**config.mk**
```make
export PLATFORM = sky130hd
export DESIGN_NAME = matrix_dim_dump_engine
export DESIGN_NICKNAME = d
export VERILOG_FILES = /design/src/rtl/matrix_dim_dump_engine.sv
export SDC_FILE = /design/constraint.sdc
export NUM_CORES = 1
export LEC_CHECK = 0
export CORE_AREA = 2 2 189 191
export CTS_CLUSTER_SIZE = 30
export DETAILED_ROUTE_END_ITERATION = 8
export DIE_AREA = 0 0 191 193
export PLACE_DENSITY = 0.81
export SKIP_CTS_REPAIR_TIMING = 1
export SYNTH_ARGS = -nofsm -noshare
export SYNTH_HDL_FRONTEND = slang
export SYNTH_SLANG_ARGS = --single-unit
```
**constraint.sdc**
```tcl
create_clock -name clk -period 19.95 [get_ports clk]
set_input_delay 4.9875 -clock clk [delete_from_list [all_inputs] [get_ports clk]]
set_output_delay 4.9875 -clock clk [all_outputs]
set_load 0.02 [all_outputs]
```
**src/rtl/matrix_dim_dump_engine.sv**
```systemverilog
// matrix_dim_dump_engine
//   Dumps stored matrices to the shared UART as ASCII. SINGLE mode prints every
//   matrix of one m x n shape; ALL mode walks every non-empty shape in raster
//   order. Each shape gets a header line, each matrix an index line, and the
//   matrix body itself is handed to matrix_printer.
//   Optional feature macro: MATRIX_DUMP_TIMEOUT_EN -- abort with err_code 3 when
//   storage stays silent for TMO_CYC cycles after a read strobe.
module matrix_dim_dump_engine #(
  parameter int MAX_DIM = 5,
  parameter int CNT_W   = 2,
  parameter int ELEM_W  = 8,
  parameter int DIM_W   = 3,
  parameter int IDX_W   = 2,
  parameter int TMO_CYC = 1024
) (
  input  logic                              clk,
  input  logic                              rst,
  input  logic                              start,
  input  logic                              mode,
  input  logic [DIM_W-1:0]                  dim_m,
  input  logic [DIM_W-1:0]                  dim_n,
  input  logic [MAX_DIM*MAX_DIM*CNT_W-1:0]  info_table,
  output logic                              busy,
  output logic                              done,
  output logic                              error,
  output logic [1:0]                        err_code,
  output logic                              read_en,
  output logic [DIM_W-1:0]                  rd_m,
  output logic [DIM_W-1:0]                  rd_n,
  output logic [IDX_W-1:0]                  rd_idx,
  input  logic                              rd_ready,
  input  logic [MAX_DIM*MAX_DIM*ELEM_W-1:0] rd_data,
  output logic                              prt_start,
  input  logic                              prt_done,
  output logic [MAX_DIM*MAX_DIM*ELEM_W-1:0] prt_data,
  input  logic                              uart_tx_busy,
  output logic                              uart_tx_en,
  output logic [7:0]                        uart_tx_data
);

  localparam int TBL_W  = MAX_DIM * MAX_DIM * CNT_W;
  localparam int DATA_W = MAX_DIM * MAX_DIM * ELEM_W;
  localparam logic [DIM_W-1:0] DIM_MAX = DIM_W'(MAX_DIM);
  localparam logic [DIM_W-1:0] DIM_ONE = DIM_W'(1);

  typedef enum logic [3:0] {
    S_IDLE, S_CHECK, S_SCAN, S_HDR, S_TX, S_IDXH, S_RD,
    S_RWAIT, S_PRT, S_PWAIT, S_NEXT, S_DONE, S_ERR
  } state_t;

  // One text line of at most 8 bytes, first byte in data[7:0].
  typedef struct packed {
    logic [63:0] data;
    logic [3:0]  len;
  } line_t;

  // Count of the slot holding shape m x n; callers only pass legal shapes.
  function automatic logic [CNT_W-1:0] slot_cnt(input logic [TBL_W-1:0] tbl,
                                                input logic [DIM_W-1:0] m,
                                                input logic [DIM_W-1:0] n);
    int p;
    p = 0;
    if (m != '0 && n != '0 && m <= DIM_MAX && n <= DIM_MAX)
      p = (int'(m) - 1) * MAX_DIM + int'(n) - 1;
    return tbl[p*CNT_W +: CNT_W];
  endfunction

  // Formats "<num>\r\n" or "<m>*<n>*<num>\r\n" with leading zeros suppressed.
  function automatic line_t fmt_line(input logic with_shape,
                                     input logic [DIM_W-1:0] m,
                                     input logic [DIM_W-1:0] n,
                                     input logic [6:0] num);
    line_t l;
    int k;
    logic [6:0] tens;
    logic [6:0] ones;
    l.data = '0;
    k = 0;
    tens = num / 7'd10;
    ones = num % 7'd10;
    if (with_shape) begin
      l.data[k*8 +: 8] = 8'h30 + 8'(m); k++;
      l.data[k*8 +: 8] = 8'h2a;         k++;
      l.data[k*8 +: 8] = 8'h30 + 8'(n); k++;
      l.data[k*8 +: 8] = 8'h2a;         k++;
    end
    if (tens != '0) begin
      l.data[k*8 +: 8] = 8'h30 + {1'b0, tens}; k++;
    end
    l.data[k*8 +: 8] = 8'h30 + {1'b0, ones}; k++;
    l.data[k*8 +: 8] = 8'h0d; k++;
    l.data[k*8 +: 8] = 8'h0a; k++;
    l.len = 4'(k);
    return l;
  endfunction

  state_t             state_q, state_d;
  logic               mode_q, mode_d;
  logic [TBL_W-1:0]   info_q, info_d;
  logic [DIM_W-1:0]   cur_m_q, cur_m_d, cur_n_q, cur_n_d;
  logic [IDX_W-1:0]   idx_q, idx_d;
  logic               found_q, found_d;
  logic               hdr_phase_q, hdr_phase_d;
  logic [63:0]        line_q, line_d;
  logic [3:0]         len_q, len_d, ptr_q, ptr_d;
  logic               inflight_q, inflight_d;
  logic               busy_s_q;
  logic               busy_q, busy_d, done_q, done_d, error_q, error_d;
  logic [1:0]         err_code_q, err_code_d;
  logic               read_en_q, read_en_d, prt_start_q, prt_start_d;
  logic [DATA_W-1:0]  prt_data_q, prt_data_d;
  logic               tx_en_q, tx_en_d;
  logic [7:0]         tx_data_q, tx_data_d;
`ifdef MATRIX_DUMP_TIMEOUT_EN
  localparam int TMO_W = $clog2(TMO_CYC + 1);
  logic [TMO_W-1:0]   tmo_q, tmo_d;
`endif

  logic [CNT_W-1:0]   cnt_cur;
  logic               dims_ok, last_slot;

  assign cnt_cur   = slot_cnt(info_q, cur_m_q, cur_n_q);
  assign dims_ok   = cur_m_q != '0 && cur_n_q != '0 && cur_m_q <= DIM_MAX && cur_n_q <= DIM_MAX;
  assign last_slot = cur_m_q == DIM_MAX && cur_n_q == DIM_MAX;

  // Next-state and next-output logic for the dump sequencer.
  always_comb begin
    state_d     = state_q;
    mode_d      = mode_q;
    info_d      = info_q;
    cur_m_d     = cur_m_q;
    cur_n_d     = cur_n_q;
    idx_d       = idx_q;
    found_d     = found_q;
    hdr_phase_d = hdr_phase_q;
    line_d      = line_q;
    len_d       = len_q;
    ptr_d       = ptr_q;
    inflight_d  = inflight_q;
    busy_d      = busy_q;
    err_code_d  = err_code_q;
    prt_data_d  = prt_data_q;
    tx_data_d   = tx_data_q;
    done_d      = 1'b0;
    error_d     = 1'b0;
    read_en_d   = 1'b0;
    prt_start_d = 1'b0;
    tx_en_d     = 1'b0;
`ifdef MATRIX_DUMP_TIMEOUT_EN
    tmo_d       = tmo_q;
`endif
    case (state_q)
      S_IDLE: if (start) begin
        mode_d     = mode;
        info_d     = info_table;
        cur_m_d    = mode ? DIM_ONE : dim_m;
        cur_n_d    = mode ? DIM_ONE : dim_n;
        idx_d      = '0;
        found_d    = 1'b0;
        err_code_d = 2'd0;
        busy_d     = 1'b1;
        state_d    = S_CHECK;
      end
      S_CHECK: begin
        if (mode_q) state_d = S_SCAN;
        else if (!dims_ok) begin
          state_d = S_ERR; busy_d = 1'b0; error_d = 1'b1; err_code_d = 2'd1;
        end else if (cnt_cur == '0) begin
          state_d = S_ERR; busy_d = 1'b0; error_d = 1'b1; err_code_d = 2'd2;
        end else state_d = S_HDR;
      end
      S_SCAN: begin
        if (cnt_cur != '0) begin
          found_d = 1'b1;
          state_d = S_HDR;
        end else if (last_slot) begin
          state_d = found_q ? S_DONE : S_ERR;
          busy_d  = 1'b0;
          done_d  = found_q;
          error_d = !found_q;
          if (!found_q) err_code_d = 2'd2;
        end else if (cur_n_q == DIM_MAX) begin
          cur_n_d = DIM_ONE; cur_m_d = cur_m_q + DIM_ONE;
        end else cur_n_d = cur_n_q + DIM_ONE;
      end
      S_HDR: begin
        {line_d, len_d} = fmt_line(mode_q, cur_m_q, cur_n_q, 7'(cnt_cur));
        ptr_d = '0; hdr_phase_d = 1'b1; state_d = S_TX;
      end
      S_IDXH: begin
        {line_d, len_d} = fmt_line(1'b0, cur_m_q, cur_n_q, 7'(idx_q) + 7'd1);
        ptr_d = '0; hdr_phase_d = 1'b0; state_d = S_TX;
      end
      S_TX: begin
        // A byte completes on the registered falling edge of the UART busy flag.
        if (inflight_q) begin
          if (busy_s_q && !uart_tx_busy) inflight_d = 1'b0;
        end else if (ptr_q == len_q) begin
          state_d = hdr_phase_q ? S_IDXH : S_RD;
        end else if (!uart_tx_busy) begin
          tx_en_d    = 1'b1;
          tx_data_d  = line_q[int'(ptr_q)*8 +: 8];
          ptr_d      = ptr_q + 4'd1;
          inflight_d = 1'b1;
        end
      end
      S_RD: begin
        read_en_d = 1'b1;
        state_d   = S_RWAIT;
`ifdef MATRIX_DUMP_TIMEOUT_EN
        tmo_d     = '0;
`endif
      end
      S_RWAIT: begin
        if (rd_ready) begin
          prt_data_d  = rd_data;
          prt_start_d = 1'b1;
          state_d     = S_PRT;
        end
`ifdef MATRIX_DUMP_TIMEOUT_EN
        else if (tmo_q == TMO_W'(TMO_CYC - 1)) begin
          state_d = S_ERR; busy_d = 1'b0; error_d = 1'b1; err_code_d = 2'd3;
        end else tmo_d = tmo_q + TMO_W'(1);
`else
        // Without the timeout the engine waits for storage indefinitely.
`endif
      end
      S_PRT:   state_d = S_PWAIT;
      S_PWAIT: if (prt_done) state_d = S_NEXT;
      S_NEXT: begin
        if (7'(idx_q) + 7'd1 < 7'(cnt_cur)) begin
          idx_d   = idx_q + IDX_W'(1);
          state_d = S_IDXH;
        end else begin
          idx_d = '0;
          if (!mode_q || last_slot) begin
            state_d = S_DONE; busy_d = 1'b0; done_d = 1'b1;
          end else begin
            state_d = S_SCAN;
            if (cur_n_q == DIM_MAX) begin
              cur_n_d = DIM_ONE; cur_m_d = cur_m_q + DIM_ONE;
            end else cur_n_d = cur_n_q + DIM_ONE;
          end
        end
      end
      S_DONE:  state_d = S_IDLE;
      S_ERR:   state_d = S_IDLE;
      default: state_d = S_IDLE;
    endcase
  end

  // State and registered outputs; reset aborts at once with no pulse.
  always_ff @(posedge clk or posedge rst) begin
    if (rst) begin
      state_q     <= S_IDLE;
      mode_q      <= 1'b0;
      info_q      <= '0;
      cur_m_q     <= '0;
      cur_n_q     <= '0;
      idx_q       <= '0;
      found_q     <= 1'b0;
      hdr_phase_q <= 1'b0;
      line_q      <= '0;
      len_q       <= '0;
      ptr_q       <= '0;
      inflight_q  <= 1'b0;
      busy_s_q    <= 1'b0;
      busy_q      <= 1'b0;
      done_q      <= 1'b0;
      error_q     <= 1'b0;
      err_code_q  <= 2'd0;
      read_en_q   <= 1'b0;
      prt_start_q <= 1'b0;
      prt_data_q  <= '0;
      tx_en_q     <= 1'b0;
      tx_data_q   <= 8'd0;
`ifdef MATRIX_DUMP_TIMEOUT_EN
      tmo_q       <= '0;
`endif
    end else begin
      state_q     <= state_d;
      mode_q      <= mode_d;
      info_q      <= info_d;
      cur_m_q     <= cur_m_d;
      cur_n_q     <= cur_n_d;
      idx_q       <= idx_d;
      found_q     <= found_d;
      hdr_phase_q <= hdr_phase_d;
      line_q      <= line_d;
      len_q       <= len_d;
      ptr_q       <= ptr_d;
      inflight_q  <= inflight_d;
      busy_s_q    <= uart_tx_busy;
      busy_q      <= busy_d;
      done_q      <= done_d;
      error_q     <= error_d;
      err_code_q  <= err_code_d;
      read_en_q   <= read_en_d;
      prt_start_q <= prt_start_d;
      prt_data_q  <= prt_data_d;
      tx_en_q     <= tx_en_d;
      tx_data_q   <= tx_data_d;
`ifdef MATRIX_DUMP_TIMEOUT_EN
      tmo_q       <= tmo_d;
`endif
    end
  end

  assign busy         = busy_q;
  assign done         = done_q;
  assign error        = error_q;
  assign err_code     = err_code_q;
  assign read_en      = read_en_q;
  assign rd_m         = cur_m_q;
  assign rd_n         = cur_n_q;
  assign rd_idx       = idx_q;
  assign prt_start    = prt_start_q;
  assign prt_data     = prt_data_q;
  assign uart_tx_en   = tx_en_q;
  assign uart_tx_data = tx_data_q;

endmodule

```
# Word level (Yosys, flattened, before mapping)

Index checks and enable logic that the tools add are counted.

$mul: 1
Bitwise operators: 3
$add $sub $neg: 28
Div/mod/pow operators: 4
Shift operators: 16
Mux-type cells: 100
Eq/ne operators: 31
Order comparisons: 3
Reductions and logical operators: 34

Operators by type and width:

| kind                                                                         | count |
|---|---|
| 64-bit bitwise mux                                                           | 7 |
| 8-bit by 33-bit variable shift with 64-bit output, first input constant      | 7 |
| 8-bit by 33-bit indexed part select with 64-bit output, first input constant | 4 |
| 32-bit negator with 33-bit output                                            | 7 |
| 8-bit by 33-bit indexed part select with 64-bit output                       | 3 |
| 29-bit by 2-bit adder with 29-bit output, second input constant              | 5 |
| 64-bit two-way mux                                                           | 2 |
| 64-bit one-hot mux with 2 select lines                                       | 1 |
| 29-bit two-way mux                                                           | 4 |
| 64-bit by 8-bit indexed part select with 8-bit output                        | 1 |
| 4-bit two-way mux                                                            | 15 |
| 50-bit by 32-bit indexed part select with 2-bit output                       | 1 |
| 3-bit two-way mux                                                            | 16 |
| 4-bit one-hot mux with 10 select lines                                       | 1 |
| 6-bit by 7-bit adder with 8-bit output, first input constant                 | 4 |
| 32-bit two-way mux                                                           | 1 |
| 2-bit inequality test, second input constant                                 | 16 |
| 31-bit two-way mux                                                           | 1 |
| 30-bit two-way mux                                                           | 1 |
| 1-bit two-way mux                                                            | 29 |
| 2-bit two-way mux                                                            | 9 |
| 3-bit one-hot mux with 3 select lines                                        | 2 |
| 4-bit by 3-bit equality test with 1-bit output, second input constant        | 4 |
| 8-bit two-way mux                                                            | 2 |
| 44 further kinds                                                             | 77 |

Memory bits (writable): 0
Output and inout port bits: 224
Bits in latches: 0
Memories: 0
Bits in read-only memories: 0
Bits of input ports: 263
Flip-flop bits (word level): 355

# Logic depth before layout (Yosys ltp)

Gate-level depths: netlist of the first run.

Depth after elaboration: 16
Depth in mapped cells: 27
Mapped depth without buffers: 24

# Worst setup path after synthesis of the first run

No wires, ideal clock.

Kind: input-to-reg
Start: input rd_ready
End: register prt_data_q[110] (netlist: prt_data[110])
Required time: 19.825 ns
Path slack: 13.648 ns
Arrival time: 6.178 ns
Stages: 4
Setup time: 0.125 ns
Path buffers: 2
Cell sequence: and4_1 clkbuf_1 clkbuf_1 mux2_2

Word-level cells in the longest chain between the ends: 1

Ends and longest elaborated chain:

| what                                 | line | source |
|---|---|---|
| from (decl)                          | 31   | `input logic rd_ready,` |
| 2-bit AND reduction (no source line) | -    |  |
| to (signal assigned)                 | 300  | `prt_data_q <= prt_data_d;` |
| to (decl)                            | 111  | `logic [DATA_W-1:0] prt_data_q, prt_data_d;` |

Every way passes these cells.
A chain may end at the register's enable or synchronous reset.

# Worst setup path after layout of the first run

Start: input rd_ready
End: register prt_data_q[121] (netlist: prt_data[121])

The elaborated chain is that of the path after synthesis.

==> metrics.yaml, run 1 <==
status: "finished clean"
worst-setup-path-type: "input pin to flop"
slew_headroom: 0.203
r2r-end: "rd_n[0]"
first_iter_violations: 587
peakVddDrop_v: 0.000159
cts_buffers: 35
rsz0062_at_grt: "no"
synth_edf_count: 0
power_mw: 3.81
grt_max_degree: 95
worst_setup_path_start_kind: "input pin"
track_usage: 0.202
clock.fmax_mhz: 123
drt_pass1_iterations: 5
cts-root-buf: "clkbuf_16"
synth_ff_type: "dfrtp_1"
drtAntennaViolNets: 0
dieArea_mm2: 0.0369
num_vias: 9804
initial_core_util: 0.374
r2r-start: "rd_m[0]"
cp.arrival_ps: 8510
cap_violations: 0
grt_antenna_before_repair: 5
ys_seq_area_frac: 0.568
clk_latency_ps: 510
yosys_warnings: 0
syn_inst: 970
reg2reg_setup_slack_ps: 13450
cts.sinks: 297
async_flop_share: 1.00
final_layout_size_suffix_gt1_frac: 0.232
clk_path_buf_depth: 3
cts_tree: "yes"
fin_crit_sh: 0.407
maxSlewViolCount: 0
vias_per_cell: 5.07
nets: 1732
synth_area_mm2: 0.0131
reg2reg_depth: 23
period_needed_ps: 8120
yosys.cell_types.count: 78
core_mm2: 0.0350
path_max_fanout: 80
grt_pass1_wl_mm: 57.7
hold_path_class: "flop to flop"
wl_per_cell_um: 20.1
die_y_um: 193
drc: 0
wl_mm: 38.9
core.rowCount: 69
pre_cts_ws_ps: 11340
place_congestion: 0.876
setup_tns_ps: 0
clkTransAtPathRegs_ps: 50
setup_ws_ps: 11830
avgSynthCellArea_um2: 13.5
synth-seq-cells: 297
hold_viol_final: 0
die_width_um: 191
gr-total-overflow: 0
p_per_area_mw_per_mm2: 196
min_to: "uart_tx_data[1]"
endpoint_kind: "flop"
dp_hpwl_mm: 28.7
worstHoldStart: "uart_tx_data[1]"
worst_pin_slew_ps: 1190
finClkSkew_ps: 10.9
synth.net_count: 1255
leakage_nw: 8.35
hold-path-cell-count: 2
port-buffer-count: 486
syn2layout_area_growth_pct: 48.5
grt_pass1_vias: 10100
ios: 487
h-tree-depth: 2
setup-violations-final: 0
critPathRequiredTime_ps: 20340
==> power by group <==
part | internal, mW | switching [mW]
combinational | 1.01 | 1.10
clock | 0.376 | 0.247
sequential | 0.882 | 0.194
total | 2.27 | 1.55
==> cell type report <==
class                   instances  area, µm²
well taps                     461        577
repair buffers                493       4920
inverters                      31        129
diodes                          5       12.5
clock buffers                  52       1050
clock inverters                 7       63.8
multi-input cells             589       5250
flip-flops and latches        297       7430
fillers                      2860      15500
==> cell usage after synthesis, drive strengths merged, types with 7 or more instances <==
master | instances | area share
dfrtp | 297 | 0.57
mux2 | 256 | 0.22
nand2 | 54 | 0.015
clkbuf | 43 | 0.015
nor2 | 37 | 0.011
inv | 31 | 0.0093
o21ai | 23 | 0.0094
nor3 | 19 | 0.0073
a21oi | 18 | 0.0069
ha | 16 | 0.015
nand3 | 14 | 0.0054
o31ai | 12 | 0.0069
a31oi | 10 | 0.0048
buf | 10 | 0.0072
mux2i | 10 | 0.0076
nor2b | 7 | 0.0033
xnor2 | 7 | 0.0053
==> metal layers <==
metal	track usage	part of all wire	vias to the layer above	wire length, µm
met5	0	0	-	0
met4	0.0716	0.026	0	1020
met3	0.0614	0.078	69	3020
met2	0.343	0.51	364	20000
met1	0.244	0.38	4939	14900
li1	-	-	4432	-
==> worst max-delay path: stages <==
cell and delay [ps]:
clkdlybuf4s50_1 510, and4_4 680, buf_4 890, buf_4 830
mux2_2 430
==> flip-flops by register name, indices dropped and copies added, names as in the netlist, 2 cells and up <==
register,count
rd_idx,2
prt_data,200
line_q,11
uart_tx_data,7
info_q,50
ptr_q,4
state_q,4
rd_m,3
err_code,2
rd_n,3
==> metrics by stage <==
step	hold WS [ps]	area [µm²]	utilization	instances
3_3_place_gp	464	18300	0.524	1871
3_5_place_dp	466	18300	0.524	1871
4_1_cts	479	19400	0.556	1930
5_1_grt	488	19400	0.556	1934
2_1_floorplan	450	13100	-	970
6_report	476	19400	0.556	1935
==> logic make-up (layout without fill, tap and decap cells) <==
group / Yosys count / count (layout) / synth area share
buffers and inverters: 84 / 583 / 0.0312
XOR/XNOR: 13 / 13 / 0.0103
AO/OA/AOI/OAI: 119 / 119 / 0.0678
adder cells (fa/ha/maj): 22 / 22 / 0.0245
other: 0 / 5 / 0
AND/OR/NAND/NOR: 164 / 164 / 0.0611
flip-flops: 297 / 297 / 0.568
multiplexers: 271 / 271 / 0.237
==> worst max path at each step <==
stage             start       endpoint  slack, ps  depth (start not counted)
2_1_floorplan       rst           busy       6760                          1
3_3_place_gp   rd_ready  prt_data[127]      11390                          5
3_5_place_dp   rd_ready  prt_data[121]      11340                          5
4_1_cts        rd_ready  prt_data[121]      11860                          5
5_1_grt        rd_ready  prt_data[121]      11720                          5
6_report       rd_ready  prt_data[121]      11830                          5
==> cell usage in the layout, fill, tap and decap left out, drive strengths merged, types with 5 or more instances in the layout <==
cell           netlist  layout
nand2b               6       6
ha                  16      16
a31oi               10      10
xnor2                7       7
diode                0       5
clkbuf              43      52
nor2b                7       7
nor2                37      37
xor2                 5       5
buf                 10       7
nor3                19      19
nand2               54      54
o21ai               23      23
o31ai               12      12
nand3               14      14
mux2i               10      10
dfrtp              297     297
mux4                 5       5
fa                   6       6
clkdlybuf4s50        0     486
inv                 31      32
a21oi               18      18
mux2               256     256
o22ai                6       6
clkinv               0       5
(Power assumes the default switching activity.)
==> run 2: changes to the inputs <==
clock period = 8.3 ns   (was 19.95 ns; I/O delays follow)
==> run 2 against run 1 <==
Compared with the run above:
- wire length shrank 0.22%
- largest power group unchanged
- clock skew grew 3.4 ps
- via count shrank 0.38%
- power grew 140%
- cell count shrank 0.21%
- global-route usage grew 0.12 points
- hold slack gained 1.8 ps
- final area grew 0.35%
- critical path depth grew 18
==> metrics.yaml, run 2 (same netlist as run 1, synthesis figures left out) <==
status: "finished clean"  # unchanged
clk_latency_ps: 510  # about the same
r2r-start: "rd_m[0]"  # unchanged
fin_area_mm2: 0.0195  # was 0.0194 mm²
fin_crit_sh: 0.767
top_usage_layer: "met2"  # unchanged
use_met2: 0.340  # was 0.343
die_width_um: 191  # unchanged
leakage_nw: 8.37  # was 8.35 nW
gr-total-overflow: 0  # unchanged
clock.fmax_mhz: 157
grt_pass1_wl_mm: 57.9  # was 57.7 mm
clockPowerShare: 0.170  # was 0.164
cp_top_family: "adder cells"  # was buffers and inverters
syn2layout_area_growth_pct: 49.1  # was 48.5%
wl_mm: 38.9  # about the same
slowest_stage: "fa_1"  # was buf_4
critPathRequiredTime_ps: 8680  # was 20340 ps
worst_setup_path_start_kind: "flop"  # was input pin
cp_slowest_stage_delay_ps: 660  # was 890 ps
dieArea_mm2: 0.0369  # unchanged
nets: 1730  # was 1732
rsz0062_at_grt: "no"  # unchanged
num_vias: 9767  # was 9804
grtUsageMet1: 0.246  # was 0.244
placed_area_mm2: 0.0183  # about the same
worst-setup-path-type: "flop to flop"  # was input pin to flop
wl_per_cell_um: 20.1  # about the same
cap_violations: 0  # unchanged
cts.sinks: 297  # unchanged
grt_pass1_vias: 10100  # about the same
track_usage: 0.203  # was 0.202
crit_path_cell_trace: "inv_1 -> ha_1 -> xnor2_1 -> inv_1 -> ha_1 -> ha_1 -> inv_1 -> fa_1 -> inv_1 -> ha_1 -> inv_1 -> fa_1 -> or2b_2 -> a221o_1 -> a22oi_4 -> o41ai_2 -> nor2_1 -> inv_1 -> fa_1 -> nor3_1 -> a211oi_4 -> or2_1 -> mux2_4"  # was clkdlybuf4s50_1 -> and4_4 -> buf_4 -> buf_4 -> mux2_2
seqPwrFrac: 0.281  # was 0.282
hold_path_class: "flop to flop"  # unchanged
finClkSkew_ps: 14.3  # was 10.9 ps
peakVddDrop_v: 0.000431  # was 0.000159 V
place_congestion: 0.879  # was 0.876
met3_usage: 0.0708  # was 0.0614
clkTransAtPathRegs_ps: 60  # was 50 ps
power_switching_share: 0.402  # was 0.406
dp.cells: 1869  # was 1871
worstHoldStart: "uart_tx_data[4]"  # was uart_tx_data[1]
period_needed_ps: 6360
drc: 0  # unchanged
slew_headroom: 0.338  # was 0.203
cts_buffers: 35  # unchanged
setup-violations-final: 0  # unchanged
mostFrequentLayoutCell: "clkdlybuf4s50_1"  # unchanged
reg2reg_setup_slack_ps: 1940  # was 13450 ps
endpoint_kind: "flop"  # unchanged
initial_core_util: 0.374  # unchanged
die_y_um: 193  # unchanged
h-tree-depth: 2  # unchanged
grt_max_degree: 159  # was 95
core_mm2: 0.0350  # unchanged
vias_per_cell: 5.06  # was 5.07
ios: 487  # unchanged
cts-root-buf: "clkbuf_16"  # unchanged
core.rowCount: 69  # unchanged
p_sw_mw: 3.69  # was 1.55 mW
final_layout_size_suffix_gt1_frac: 0.233  # was 0.232
first_iter_violations: 639  # was 587
cp.arrival_ps: 6750  # was 8510 ps
port-buffer-count: 486  # unchanged
path_max_fanout: 13  # was 80
maxSlewViolCount: 0  # unchanged
worst_pin_slew_ps: 994  # was 1190 ps
dp_hpwl_mm: 28.8  # was 28.7 mm
layout_common_cells: "486 x clkdlybuf4s50_1, 297 x dfrtp_1, 255 x mux2_2"  # unchanged
reg2reg_depth: 23  # unchanged
drtAntennaViolNets: 0  # unchanged
grt_antenna_before_repair: 4  # was 5
internal_power_mw: 5.50  # was 2.27 mW
min_to: "uart_tx_data[4]"  # was uart_tx_data[1]
final_cells: 1931  # was 1935
critPathBufInv: 6  # was 3
combPwrFrac: 0.549  # was 0.554
fillers: 2867  # was 2860
hold_viol_final: 0  # unchanged
largest_reg_flops: 200  # unchanged
drt_pass1_iterations: 5  # unchanged
r2r-end: "rd_n[0]"  # unchanged
cts_tree: "yes"  # unchanged
hold-path-cell-count: 2  # unchanged
p_per_area_mw_per_mm2: 471  # was 196 mW/mm²
power_mw: 9.18  # was 3.81 mW
setup_tns_ps: 0  # unchanged
clk_path_buf_depth: 3  # unchanged
cp_common_cell: "inv_1"  # was buf_4
run 2: changes by cell type in the layout (fill, tap and decap cells not counted), sizes merged:
cell and delta:
clkbuf -3, clkinvlp +3, buf -2, bufinv +2, diode -2, inv -2
run 2: power groups by stage:
| stage | Combinational [mW] | Clock [mW] | Sequential, mW |
|---|---|---|---|
| floorplan | 2.80 | 0 | 3.08 |
| global placement | 4.88 | 0 | 2.55 |
| detailed placement | 4.99 | 0 | 2.59 |
| CTS | 5.03 | 1.60 | 2.58 |
| global route | 5.41 | 1.67 | 2.67 |
| finish | 5.04 | 1.56 | 2.58 |
run 2: through the flow:
step	worst slack, ps	hold WS [ps]	utilization
2_1_floorplan	2280	450	-
3_5_place_dp	2000	472	0.524
3_3_place_gp	2280	463	0.524
4_1_cts	1980	484	0.558
6_report	1940	478	0.558
5_1_grt	1520	501	0.558
run 2: worst max-delay path by stage:
stage                     startpoint      end  slack [ps]  cells after the start
after floorplan                  rst     busy        2280                      1
after global placement       rd_m[0]  rd_n[0]        2280                     23
after detailed placement     rd_m[0]  rd_n[0]        2000                     23
after CTS                    rd_m[0]  rd_n[0]        1980                     23
after global routing         rd_m[0]  rd_n[0]        1520                     23
final                        rd_m[0]  rd_n[0]        1940                     23
run 2: worst min-delay path, delay by kind of cell, from the launching register on:
kind               cells  cell delay [ps]
AOI/OAI and AO/OA      1               50
DFF                    1              340
and+or+nand+nor        1               50
run 2: final cells by class:
type | instances | area, µm² | share of cell area
Clock inverter | 10 | 130 | 0.00667
Clock buffer | 49 | 1040 | 0.0534
Tap cell | 461 | 577 | 0.0296
Multi-Input combinational cell | 589 | 5250 | 0.269
Sequential cell | 297 | 7430 | 0.381
Inverter | 31 | 125 | 0.00641
Timing Repair Buffer | 491 | 4940 | 0.253
Antenna cell | 3 | 7.51 | 0.000385
run 2: layer usage:
| metal | vias to the layer above | part of all wire |
|---|---|---|
| li1 | 4433 | - |
| met1 | 4855 | 0.38 |
| met2 | 412 | 0.50 |
| met3 | 67 | 0.089 |
| met4 | 0 | 0.029 |
| met5 | - | 0 |
